File: src/rtl/multicycle_control_unit_if.sv
// ---------------------------------------------------------------------------
// multicycle_control_unit_if
//
// Bundle between the multicycle control unit and its datapath.
//
// Signals:
//   OP, Funct      instruction fields from the external instruction register
//   PCWrite, IorD, IRWrite, MemWrite, RegWrite, ULASrcA, Branch
//                  1-bit datapath write enables and mux selects
//   RegDst         00 rt, 01 rd, 10 $ra
//   MemtoReg       00 ULA, 10 mem, 01 PC
//   ULASrcB        00 reg, 01 const 4, 10 imm, 11 imm<<2
//   PCSrc          00 ULA, 01 ULAOut, 10 jump target, 11 register
//   ULAControl     010 add, 110 sub, 000 and, 001 or, 011 nor, 111 slt
//   state          current FSM state code (debug LEDs)
//   done           high on the last cycle of each instruction
//   illegal        high while the FSM sits in its illegal-instruction trap
//
// Modports:
//   master  control unit side (consumes OP/Funct, drives everything else)
//   slave   datapath side (drives OP/Funct, consumes the controls)
//
// There is no valid/ready handshake on this bundle: OP/Funct are level
// inputs held stable by the instruction register from DECODE to the end of
// the instruction, and every control output is a level valid for the whole
// cycle in which it is driven.
// ---------------------------------------------------------------------------
interface multicycle_control_unit_if;
    logic [5:0] OP;
    logic [5:0] Funct;

    logic       PCWrite;
    logic       IorD;
    logic       IRWrite;
    logic       MemWrite;
    logic       RegWrite;
    logic       ULASrcA;
    logic       Branch;

    logic [1:0] RegDst;
    logic [1:0] MemtoReg;
    logic [1:0] ULASrcB;
    logic [1:0] PCSrc;
    logic [2:0] ULAControl;

    logic [3:0] state;
    logic       done;
    logic       illegal;

    modport master (
        input  OP, Funct,
        output PCWrite, IorD, IRWrite, MemWrite, RegWrite, ULASrcA, Branch,
        output RegDst, MemtoReg, ULASrcB, PCSrc, ULAControl,
        output state, done, illegal
    );

    modport slave (
        output OP, Funct,
        input  PCWrite, IorD, IRWrite, MemWrite, RegWrite, ULASrcA, Branch,
        input  RegDst, MemtoReg, ULASrcB, PCSrc, ULAControl,
        input  state, done, illegal
    );
endinterface

File: src/rtl/multicycle_control_unit.sv
// ---------------------------------------------------------------------------
// multicycle_control_unit
//
// Moore FSM controlling a multicycle MIPS-style datapath. Memory states
// (FETCH, MEMREAD, MEMWRITE) each stretch to MEM_WAIT+1 cycles; their write
// enables fire on the final cycle only.
//
// Parameters:
//   MEM_WAIT   extra wait cycles per memory access (0..15)
//
// Configuration macro:
//   JAL_JR_EN  when defined, jal (OP 000011) and jr (OP 000000 / Funct
//              001000) are executed; when undefined they trap to ILLEGAL.
//
// Ports:
//   clk        sole clock, rising edge
//   rst_n      synchronous active-low reset; all outputs forced low while 0
//   bus        multicycle_control_unit_if.master (OP/Funct in, controls out)
//
// State codes on bus.state:
//   0 FETCH, 1 DECODE, 2 MEMADR, 3 MEMREAD, 4 MEMWB, 5 MEMWRITE,
//   6 EXECUTE, 7 ALUWB, 8 BRANCH, 9 ADDIEX, 10 ADDIWB, 11 JUMP,
//   12 JAL, 13 JR, 15 ILLEGAL
// ---------------------------------------------------------------------------
module multicycle_control_unit #(
    parameter int unsigned MEM_WAIT = 0
) (
    input logic                        clk,
    input logic                        rst_n,
    multicycle_control_unit_if.master  bus
);

    typedef enum logic [3:0] {
        S_FETCH    = 4'd0,
        S_DECODE   = 4'd1,
        S_MEMADR   = 4'd2,
        S_MEMREAD  = 4'd3,
        S_MEMWB    = 4'd4,
        S_MEMWRITE = 4'd5,
        S_EXECUTE  = 4'd6,
        S_ALUWB    = 4'd7,
        S_BRANCH   = 4'd8,
        S_ADDIEX   = 4'd9,
        S_ADDIWB   = 4'd10,
        S_JUMP     = 4'd11,
        S_JAL      = 4'd12,
        S_JR       = 4'd13,
        S_ILLEGAL  = 4'd15
    } state_t;

    localparam logic [5:0] OP_RTYPE = 6'b000000;
    localparam logic [5:0] OP_LW    = 6'b100011;
    localparam logic [5:0] OP_SW    = 6'b101011;
    localparam logic [5:0] OP_BEQ   = 6'b000100;
    localparam logic [5:0] OP_ADDI  = 6'b001000;
    localparam logic [5:0] OP_J     = 6'b000010;
    localparam logic [5:0] OP_JAL   = 6'b000011;

    localparam logic [5:0] FN_JR    = 6'b001000;

    localparam logic [2:0] ALU_ADD  = 3'b010;
    localparam logic [2:0] ALU_SUB  = 3'b110;
    localparam logic [2:0] ALU_AND  = 3'b000;
    localparam logic [2:0] ALU_OR   = 3'b001;
    localparam logic [2:0] ALU_NOR  = 3'b011;
    localparam logic [2:0] ALU_SLT  = 3'b111;

    // Counter value on the final cycle of a memory state.
    localparam logic [3:0] LAST_CNT = 4'(MEM_WAIT);

    state_t     state_q, state_d;
    logic [3:0] cnt_q, cnt_d;
    logic       mem_last;

    logic       funct_alu_ok;
    logic [2:0] funct_alu;

    logic       pc_write, i_or_d, ir_write, mem_write, reg_write;
    logic       ula_src_a, branch, done;
    logic [1:0] reg_dst, mem_to_reg, ula_src_b, pc_src;
    logic [2:0] ula_control;

    // R-type function field to ULA operation.
    always_comb begin
        funct_alu_ok = 1'b1;
        funct_alu    = ALU_ADD;
        case (bus.Funct)
            6'b100000: funct_alu = ALU_ADD;
            6'b100010: funct_alu = ALU_SUB;
            6'b100100: funct_alu = ALU_AND;
            6'b100101: funct_alu = ALU_OR;
            6'b100111: funct_alu = ALU_NOR;
            6'b101010: funct_alu = ALU_SLT;
            default:   funct_alu_ok = 1'b0;
        endcase
    end

    assign mem_last = (cnt_q == LAST_CNT);

    always_ff @(posedge clk) begin
        if (!rst_n) begin
            state_q <= S_FETCH;
            cnt_q   <= 4'd0;
        end else begin
            state_q <= state_d;
            cnt_q   <= cnt_d;
        end
    end

    always_comb begin
        state_d     = state_q;
        cnt_d       = 4'd0;   // the counter only survives while a memory state waits
        pc_write    = 1'b0;
        i_or_d      = 1'b0;
        ir_write    = 1'b0;
        mem_write   = 1'b0;
        reg_write   = 1'b0;
        ula_src_a   = 1'b0;
        branch      = 1'b0;
        done        = 1'b0;
        reg_dst     = 2'b00;
        mem_to_reg  = 2'b00;
        ula_src_b   = 2'b00;
        pc_src      = 2'b00;
        ula_control = 3'b000;

        case (state_q)
            S_FETCH: begin
                ula_src_b   = 2'b01;
                ula_control = ALU_ADD;
                if (mem_last) begin
                    ir_write = 1'b1;
                    pc_write = 1'b1;
                    state_d  = S_DECODE;
                end else begin
                    cnt_d = cnt_q + 4'd1;
                end
            end

            S_DECODE: begin
                ula_src_b   = 2'b11;
                ula_control = ALU_ADD;
                case (bus.OP)
                    OP_LW, OP_SW: state_d = S_MEMADR;
                    OP_RTYPE: begin
                        if (funct_alu_ok) begin
                            state_d = S_EXECUTE;
                        end
`ifdef JAL_JR_EN
                        else if (bus.Funct == FN_JR) begin
                            state_d = S_JR;
                        end
`endif
                        else begin
                            state_d = S_ILLEGAL;
                        end
                    end
                    OP_BEQ:  state_d = S_BRANCH;
                    OP_ADDI: state_d = S_ADDIEX;
                    OP_J:    state_d = S_JUMP;
`ifdef JAL_JR_EN
                    OP_JAL:  state_d = S_JAL;
`endif
                    default: state_d = S_ILLEGAL;
                endcase
            end

            S_MEMADR: begin
                ula_src_a   = 1'b1;
                ula_src_b   = 2'b10;
                ula_control = ALU_ADD;
                state_d     = (bus.OP == OP_LW) ? S_MEMREAD : S_MEMWRITE;
            end

            S_MEMREAD: begin
                i_or_d = 1'b1;
                if (mem_last) begin
                    state_d = S_MEMWB;
                end else begin
                    cnt_d = cnt_q + 4'd1;
                end
            end

            S_MEMWB: begin
                reg_write  = 1'b1;
                reg_dst    = 2'b00;
                mem_to_reg = 2'b10;
                done       = 1'b1;
                state_d    = S_FETCH;
            end

            S_MEMWRITE: begin
                i_or_d = 1'b1;
                if (mem_last) begin
                    mem_write = 1'b1;
                    done      = 1'b1;
                    state_d   = S_FETCH;
                end else begin
                    cnt_d = cnt_q + 4'd1;
                end
            end

            S_EXECUTE: begin
                ula_src_a   = 1'b1;
                ula_src_b   = 2'b00;
                ula_control = funct_alu;
                state_d     = S_ALUWB;
            end

            S_ALUWB: begin
                reg_write  = 1'b1;
                reg_dst    = 2'b01;
                mem_to_reg = 2'b00;
                done       = 1'b1;
                state_d    = S_FETCH;
            end

            S_BRANCH: begin
                ula_src_a   = 1'b1;
                ula_src_b   = 2'b00;
                ula_control = ALU_SUB;
                branch      = 1'b1;
                pc_src      = 2'b01;
                done        = 1'b1;
                state_d     = S_FETCH;
            end

            S_ADDIEX: begin
                ula_src_a   = 1'b1;
                ula_src_b   = 2'b10;
                ula_control = ALU_ADD;
                state_d     = S_ADDIWB;
            end

            S_ADDIWB: begin
                reg_write  = 1'b1;
                reg_dst    = 2'b00;
                mem_to_reg = 2'b00;
                done       = 1'b1;
                state_d    = S_FETCH;
            end

            S_JUMP: begin
                pc_write = 1'b1;
                pc_src   = 2'b10;
                done     = 1'b1;
                state_d  = S_FETCH;
            end

`ifdef JAL_JR_EN
            S_JAL: begin
                pc_write   = 1'b1;
                pc_src     = 2'b10;
                reg_write  = 1'b1;
                reg_dst    = 2'b10;
                mem_to_reg = 2'b01;
                done       = 1'b1;
                state_d    = S_FETCH;
            end

            S_JR: begin
                pc_write = 1'b1;
                pc_src   = 2'b11;
                done     = 1'b1;
                state_d  = S_FETCH;
            end
`endif

            S_ILLEGAL: state_d = S_ILLEGAL;

            // Unused codes (and JAL/JR when not built in) trap like a bad opcode.
            default: state_d = S_ILLEGAL;
        endcase
    end

    // Outputs are gated by rst_n so nothing fires in the cycle reset is
    // asserted, including mid-instruction.
    assign bus.PCWrite    = rst_n & pc_write;
    assign bus.IorD       = rst_n & i_or_d;
    assign bus.IRWrite    = rst_n & ir_write;
    assign bus.MemWrite   = rst_n & mem_write;
    assign bus.RegWrite   = rst_n & reg_write;
    assign bus.ULASrcA    = rst_n & ula_src_a;
    assign bus.Branch     = rst_n & branch;
    assign bus.RegDst     = rst_n ? reg_dst     : 2'b00;
    assign bus.MemtoReg   = rst_n ? mem_to_reg  : 2'b00;
    assign bus.ULASrcB    = rst_n ? ula_src_b   : 2'b00;
    assign bus.PCSrc      = rst_n ? pc_src      : 2'b00;
    assign bus.ULAControl = rst_n ? ula_control : 3'b000;
    assign bus.state      = rst_n ? state_q     : 4'd0;
    assign bus.done       = rst_n & done;
    assign bus.illegal    = rst_n & (state_q == S_ILLEGAL);

endmodule

File: src/flat_wrapper.sv
// flat-port wrapper written by rule: the top's interface ports become plain ports
module multicycle_control_unit_flat 
#(
    parameter int unsigned MEM_WAIT = 0
)
  (clk, rst_n, bus_OP, bus_Funct, bus_PCWrite, bus_IorD, bus_IRWrite, bus_MemWrite, bus_RegWrite, bus_ULASrcA, bus_Branch, bus_RegDst, bus_MemtoReg, bus_ULASrcB, bus_PCSrc, bus_ULAControl, bus_state, bus_done, bus_illegal);
  multicycle_control_unit_if bus_i ();
  input logic clk;
  input logic rst_n;
  input wire logic [$bits(bus_i.OP)-1:0] bus_OP;
  input wire logic [$bits(bus_i.Funct)-1:0] bus_Funct;
  output wire logic [$bits(bus_i.PCWrite)-1:0] bus_PCWrite;
  output wire logic [$bits(bus_i.IorD)-1:0] bus_IorD;
  output wire logic [$bits(bus_i.IRWrite)-1:0] bus_IRWrite;
  output wire logic [$bits(bus_i.MemWrite)-1:0] bus_MemWrite;
  output wire logic [$bits(bus_i.RegWrite)-1:0] bus_RegWrite;
  output wire logic [$bits(bus_i.ULASrcA)-1:0] bus_ULASrcA;
  output wire logic [$bits(bus_i.Branch)-1:0] bus_Branch;
  output wire logic [$bits(bus_i.RegDst)-1:0] bus_RegDst;
  output wire logic [$bits(bus_i.MemtoReg)-1:0] bus_MemtoReg;
  output wire logic [$bits(bus_i.ULASrcB)-1:0] bus_ULASrcB;
  output wire logic [$bits(bus_i.PCSrc)-1:0] bus_PCSrc;
  output wire logic [$bits(bus_i.ULAControl)-1:0] bus_ULAControl;
  output wire logic [$bits(bus_i.state)-1:0] bus_state;
  output wire logic [$bits(bus_i.done)-1:0] bus_done;
  output wire logic [$bits(bus_i.illegal)-1:0] bus_illegal;
  assign bus_i.OP = bus_OP;
  assign bus_i.Funct = bus_Funct;
  assign bus_PCWrite = bus_i.PCWrite;
  assign bus_IorD = bus_i.IorD;
  assign bus_IRWrite = bus_i.IRWrite;
  assign bus_MemWrite = bus_i.MemWrite;
  assign bus_RegWrite = bus_i.RegWrite;
  assign bus_ULASrcA = bus_i.ULASrcA;
  assign bus_Branch = bus_i.Branch;
  assign bus_RegDst = bus_i.RegDst;
  assign bus_MemtoReg = bus_i.MemtoReg;
  assign bus_ULASrcB = bus_i.ULASrcB;
  assign bus_PCSrc = bus_i.PCSrc;
  assign bus_ULAControl = bus_i.ULAControl;
  assign bus_state = bus_i.state;
  assign bus_done = bus_i.done;
  assign bus_illegal = bus_i.illegal;
  multicycle_control_unit #(.MEM_WAIT(MEM_WAIT)) u_core (.clk(clk), .rst_n(rst_n), .bus(bus_i));
endmodule
File: config.mk
export PLATFORM = sky130hd
export DESIGN_NAME = multicycle_control_unit_flat
export DESIGN_NICKNAME = d
export VERILOG_FILES = /design/src/rtl/multicycle_control_unit_if.sv /design/src/rtl/multicycle_control_unit.sv /design/src/flat_wrapper.sv
export SDC_FILE = /design/constraint.sdc
export NUM_CORES = 1
export LEC_CHECK = 0
export ABC_AREA = 1
export ABC_CLOCK_PERIOD_IN_PS = 1270
export CAP_MARGIN = 25
export CELL_PAD_IN_SITES_DETAIL_PLACEMENT = 1
export CELL_PAD_IN_SITES_GLOBAL_PLACEMENT = 2
export CORE_MARGIN = 5
export CORE_UTILIZATION = 18
export DETAILED_ROUTE_END_ITERATION = 10
export PLACE_DENSITY = 0.72
export SETUP_SLACK_MARGIN = 0.3
export SLEW_MARGIN = 20
export SYNTH_ARGS = -nofsm -noshare
export SYNTH_HDL_FRONTEND = slang
export SYNTH_SLANG_ARGS = --single-unit
File: constraint.sdc
create_clock -name clk -period 1.27 [get_ports clk]
set_input_delay 0.3175 -clock clk [delete_from_list [all_inputs] [get_ports clk]]
set_output_delay 0.3175 -clock clk [all_outputs]
set_load 0.03 [all_outputs]
**Word level (Yosys, flattened, before mapping)**

Index checks and enable logic that the tools add are counted.
W data, S select, Z words.

- $add $sub $neg: 1
- Equal/unequal tests: 26
- Mux-type cells: 29
- Bitwise operators: 11
- Reduce and logical (&&, ||, !) cells: 14

Operator list:

| operator | number |
|---|---|
| $eq A6 B6 Y1 const B | 8 |
| $pmux W4 S8 | 1 |
| $eq A4 B4 Y1 const B | 5 |
| $mux W4 | 5 |
| $pmux W4 S5 | 1 |
| $eq A4 B3 Y1 const B | 4 |
| $pmux W3 S5 | 1 |
| $mux W1 | 10 |
| $and A1 B1 Y1 | 9 |
| $pmux W3 S3 | 1 |
| $reduce_or A3 Y1 | 3 |
| $eq A4 B2 Y1 const B | 2 |
| $logic_not A4 Y1 | 2 |
| $mux W2 | 4 |
| $reduce_or A4 Y1 | 2 |
| $eq A6 B2 Y1 const B | 1 |
| $eq A6 B3 Y1 const B | 1 |
| $eq A6 B4 Y1 const B | 1 |
| $logic_not A6 Y1 | 1 |
| $mux W3 | 2 |
| $ne A2 B1 Y1 const B | 3 |
| $pmux W2 S3 | 1 |
| $reduce_or A2 Y1 | 3 |
| $reduce_or A6 Y1 | 1 |
| other kinds (7) | 9 |

- Bits in registers: 8
- Bits of input ports: 14
- Output and inout port bits: 24
- Word-level logic and storage cells: 83

**Depth between registers and ports, before layout**

- Word-level depth: 6
- Depth in mapped cells: 9
- Gate-level depth less buffers: 9

**Worst setup path before layout**

No wires, ideal clock.

- Path type: flip-flop to output port
- From: register u_core.cnt_q[0]
- To: output bus_done
- Data arrival time: 1594 ps
- Data required time: 952 ps
- Slack: -641 ps
- Cell stages (with the launch flop): 6
- Buffers on the path: 0
- Cells stage by stage: dfxtp_1 -> inv_1 -> ha_1 -> nor3b_1 -> nand2_1 -> o21ai_0

- Cells in the longest elaborated chain, start to end: 4

RTL lines:

| what | RTL line | source |
|---|---|---|
| from (decl) | multicycle_control_unit.sv:72 | `logic [3:0] cnt_q, cnt_d;` |
| from (signal assigned) | multicycle_control_unit.sv:106 | `cnt_q <= cnt_d;` |
| $logic_not A4 Y1 | multicycle_control_unit.sv:98 | `assign mem_last = (cnt_q == LAST_CNT);` |
| $mux W1 | multicycle_control_unit.sv:194 | `if (mem_last) begin` |
| $pmux W1 S2 | multicycle_control_unit.sv:127 | `case (state_q)` |
| $and A1 B1 Y1 | multicycle_control_unit.sv:291 | `assign bus.done = rst_n & done;` |
| to (decl) | flat_wrapper.sv:25 | `output wire logic [$bits(bus_i.done)-1:0] bus_done;` |

No other way between the ends.

**Worst setup path after layout**

- From: register u_core.state_q[2]
- To: output bus_ULAControl[1]

- Cells in the longest elaborated chain, start to end: 4
- Elaborated cells between the ends (all ways): 9
- Those cells by class: eq/ne: 5; mux: 2; reduce/logical: 2

RTL lines:

| what | RTL line | source |
|---|---|---|
| from (decl) | multicycle_control_unit.sv:71 | `state_t state_q, state_d;` |
| from (signal assigned) | multicycle_control_unit.sv:105 | `state_q <= state_d;` |
| $eq A4 B2 Y1, or another cell as far along | multicycle_control_unit.sv:127 |  |
| $reduce_or A4 Y1 (no source line) | - |  |
| $pmux W3 S3 * | multicycle_control_unit.sv:127 |  |
| $mux W3 * | multicycle_control_unit.sv:289 | `assign bus.ULAControl = rst_n ? ula_control : 3'b000;` |
| to (decl) | flat_wrapper.sv:23 | `output wire logic [$bits(bus_i.ULAControl)-1:0] bus_ULAControl;` |

Mark *: on every way between the ends. The rest lies on a longest branch, timed or not.

==> results.cfg <==
[clocking]
cts.clk_slew.worst_paths_ns = 0.04
cts_sinks = 8
numCtsBuffers = 3
cts_tree = yes
htreeDepth = 1
cts_max_path_buffers = 2
cts-root-buf = clkbuf_8
worst_skew_pair.late_latency_ns = 0.23

[sta]
rsz0062_at_grt = true
slew_violations = 0
hold_slack_ns = 0.519
setup_viol = 30
min_period_ns = 1.79
setup_ws_ns = -0.525
hold_viol = 0
max_freq_ghz = 0.557
finalClockSkew_ns = 0.00230
timing.final.crit_share = 1.41

[die]
dieArea_um2 = 6500
die_h_um = 80.6
rows = 25
coreArea_um2 = 4790
die_w_um = 80.6
start_util = 0.188
ioPinCount = 38

[drt]
dr.pass1.iters = 3
drc_errors = 0
via_count = 1450
avgRoutedWirePerCell_um = 15.6
detail_route.iter0.violations = 15
post_drt_via_cell_ratio = 4.42
wl_mm = 5.10
antenna_left = 0

[critical_path]
worstSetupEndpointType = output pin
path_cells = nor2_4 -> inv_4 -> nor2_4 -> a21oi_2 -> buf_6 -> a41oi_4 -> buf_6
crit_path_start_kind = register
cp_top_family = flip-flops
cp.required_ns = 0.95
critPathMaxStageDelay_ns = 0.36
r2r_setup_slack_ns = -0.27
crit_arrival_ns = 1.48
worst-path-max-fanout = 3
critPathKind = reg -> out
cp_num_buf_inv = 3
critPathSlowestCell = dfxtp_4

[worst_hold_path]
hold_class = reg -> reg

[synthesis]
synth_area_um2 = 898
yosys-top-cells-area = dfxtp_1 18%, nor2_1 13%, nand2_1 10%, inv_1 9.6%, nand3_1 7.2%
synth_cells = 157
synthTopCellsByCount = 30 x nor2_1, 25 x nand2_1, 23 x inv_1
synth-seq-cells = 8
synth_top_area_frac = 0.178
synth.most_common_cell = nor2_1
async_flop_share = 0
yosys_most_used_dff = dfxtp_1
synth_area_per_cell_um2 = 5.72
ys_warn_count = 0
synth.yosys.seq_area_share = 0.178
synth_cell_types = 32
synth_edf_count = 0
synth_area_leader_cell = dfxtp_1

[global_route]
antenna_found_initial = 0
grt_pass1_vias = 1583
grt_pass1_wl_mm = 7.74
grtUsageTotal = 0.154
grt_start_max_net_pins = 11
grt.overflow.total = 0

[placement]
dp_hpwl_mm = 3.46
dp_cells = 302
routabilityCongestion = 0.797
port_buffers = 35

[cells_and_area]
areaGrowthSynthToFinish_pct = 177
insertedDiodeCount = 0
instances_no_fill = 328
drive_gt1_frac = 0.713
fill_cells = 561
nets = 279

[run_status]
violations = setup timing
status = finished with violations

[run]
maxCapViolCount = 0

[pwr]
cellLeakagePower_nw = 1.11
powerDensity_nw_per_um2 = 2050
irDropWorstVdd_uv = 889
through the flow:
| step | instance area (µm²) | power, W | setup WS, ns | TNS, ns | utilization |
|---|---|---|---|---|---|
| global route | 2490 | 0.00536 | -0.580 | -11.17 | 0.521 |
| global placement | 1910 | 0.00336 | -0.637 | -13.01 | 0.400 |
| finish | 2490 | 0.00510 | -0.525 | -9.24 | 0.521 |
| detailed placement | 1910 | 0.00341 | -0.641 | -13.79 | 0.400 |
| CTS | 2320 | 0.00453 | -0.499 | -9.10 | 0.485 |
| floorplan | 1210 | 0.00217 | -0.280 | -1.79 | - |
layout make-up:
class	instances	area, µm²	share of cell area
repair buffers	106	1030	0.415
multi-input cells	116	1020	0.408
flip-flops and latches	8	178	0.0713
inverters	28	136	0.0547
well taps	67	83.8	0.0337
clock buffers	3	41.3	0.0166
sequential cells by signal, indices dropped and copies added, names as in the netlist:
signal	count
u_core.cnt_q	4
u_core.state_q	4
per-layer routing:
layer,wire (µm),GRT usage,up-vias,part of all wire
met5,0,0,-,0
met4,155,0.0473,0,0.030
met3,179,0.0168,11,0.035
met2,2890,0.313,31,0.57
met1,1880,0.160,701,0.37
li1,-,-,707,-
worst register-to-register path, stage by stage (launching register included):
cell	delay, ns
dfxtp_4	0.36
nor2_4	0.20
inv_4	0.06
buf_6	0.11
buf_6	0.11
buf_6	0.11
nor2_4	0.13
nand2_1	0.07
o21ai_1	0.13
nor2_1	0.05
a21oi_1	0.12
cell families (layout without fill, tap and decap cells):
family	count (synthesis)	count (layout)	synth area share
AND/OR/NAND/NOR	85	85	0.444
buffers and inverters	34	137	0.162
AO/OA/AOI/OAI	25	25	0.164
flip-flops	8	8	0.178
adder cells (fa/ha/maj)	2	2	0.0279
XOR/XNOR	2	2	0.0195
other	1	2	0.00417
report_power, final:
part           switching, W  leakage (nW)  internal [W]  total, W
clock              0.000100        0.0216      0.000205  0.000306
combinational       0.00219          1.02       0.00212   0.00431
sequential         0.000140        0.0689      0.000350  0.000490
total               0.00243          1.11       0.00267   0.00510
path summary, 6_finish.rpt:
check,cells past startpoint,to,from
max,7,bus_ULAControl[1],u_core.state_q[2]$_SDFFE_PN0P_
min,2,u_core.cnt_q[0]$_SDFF_PP0_,u_core.cnt_q[0]$_SDFF_PP0_
max reg2reg,10,u_core.state_q[3]$_SDFFE_PN0P_,u_core.state_q[2]$_SDFFE_PN0P_
min reg2reg,2,u_core.cnt_q[0]$_SDFF_PP0_,u_core.cnt_q[0]$_SDFF_PP0_
timing repair:
action                     4_1_cts  5_1_grt
hold endpoints to repair         0        0
hold buffers                     0        0
pin swaps                       22       17
resized for setup               83       47
setup endpoints to repair       30       30
buffers inserted                17        6
cells in the final DEF, fill, tap and decap left out, types with 3 or more instances in the layout:
| master | instances |
|---|---|
| o21ai_0 | 5 |
| nor2_2 | 7 |
| buf_6 | 48 |
| o21ai_1 | 3 |
| dfxtp_4 | 4 |
| nor2_4 | 15 |
| nand2_8 | 3 |
| nand3_2 | 5 |
| buf_4 | 41 |
| a21oi_1 | 6 |
| inv_1 | 11 |
| clkbuf_8 | 3 |
| nand3_1 | 7 |
| inv_4 | 4 |
| buf_12 | 3 |
| nor2_1 | 13 |
| nand2_4 | 8 |
| inv_2 | 9 |
| nand2_1 | 11 |
| clkbuf_2 | 4 |
| dlygate4sd2_1 | 4 |
| nand2_2 | 8 |
(Power assumes the default switching activity.)
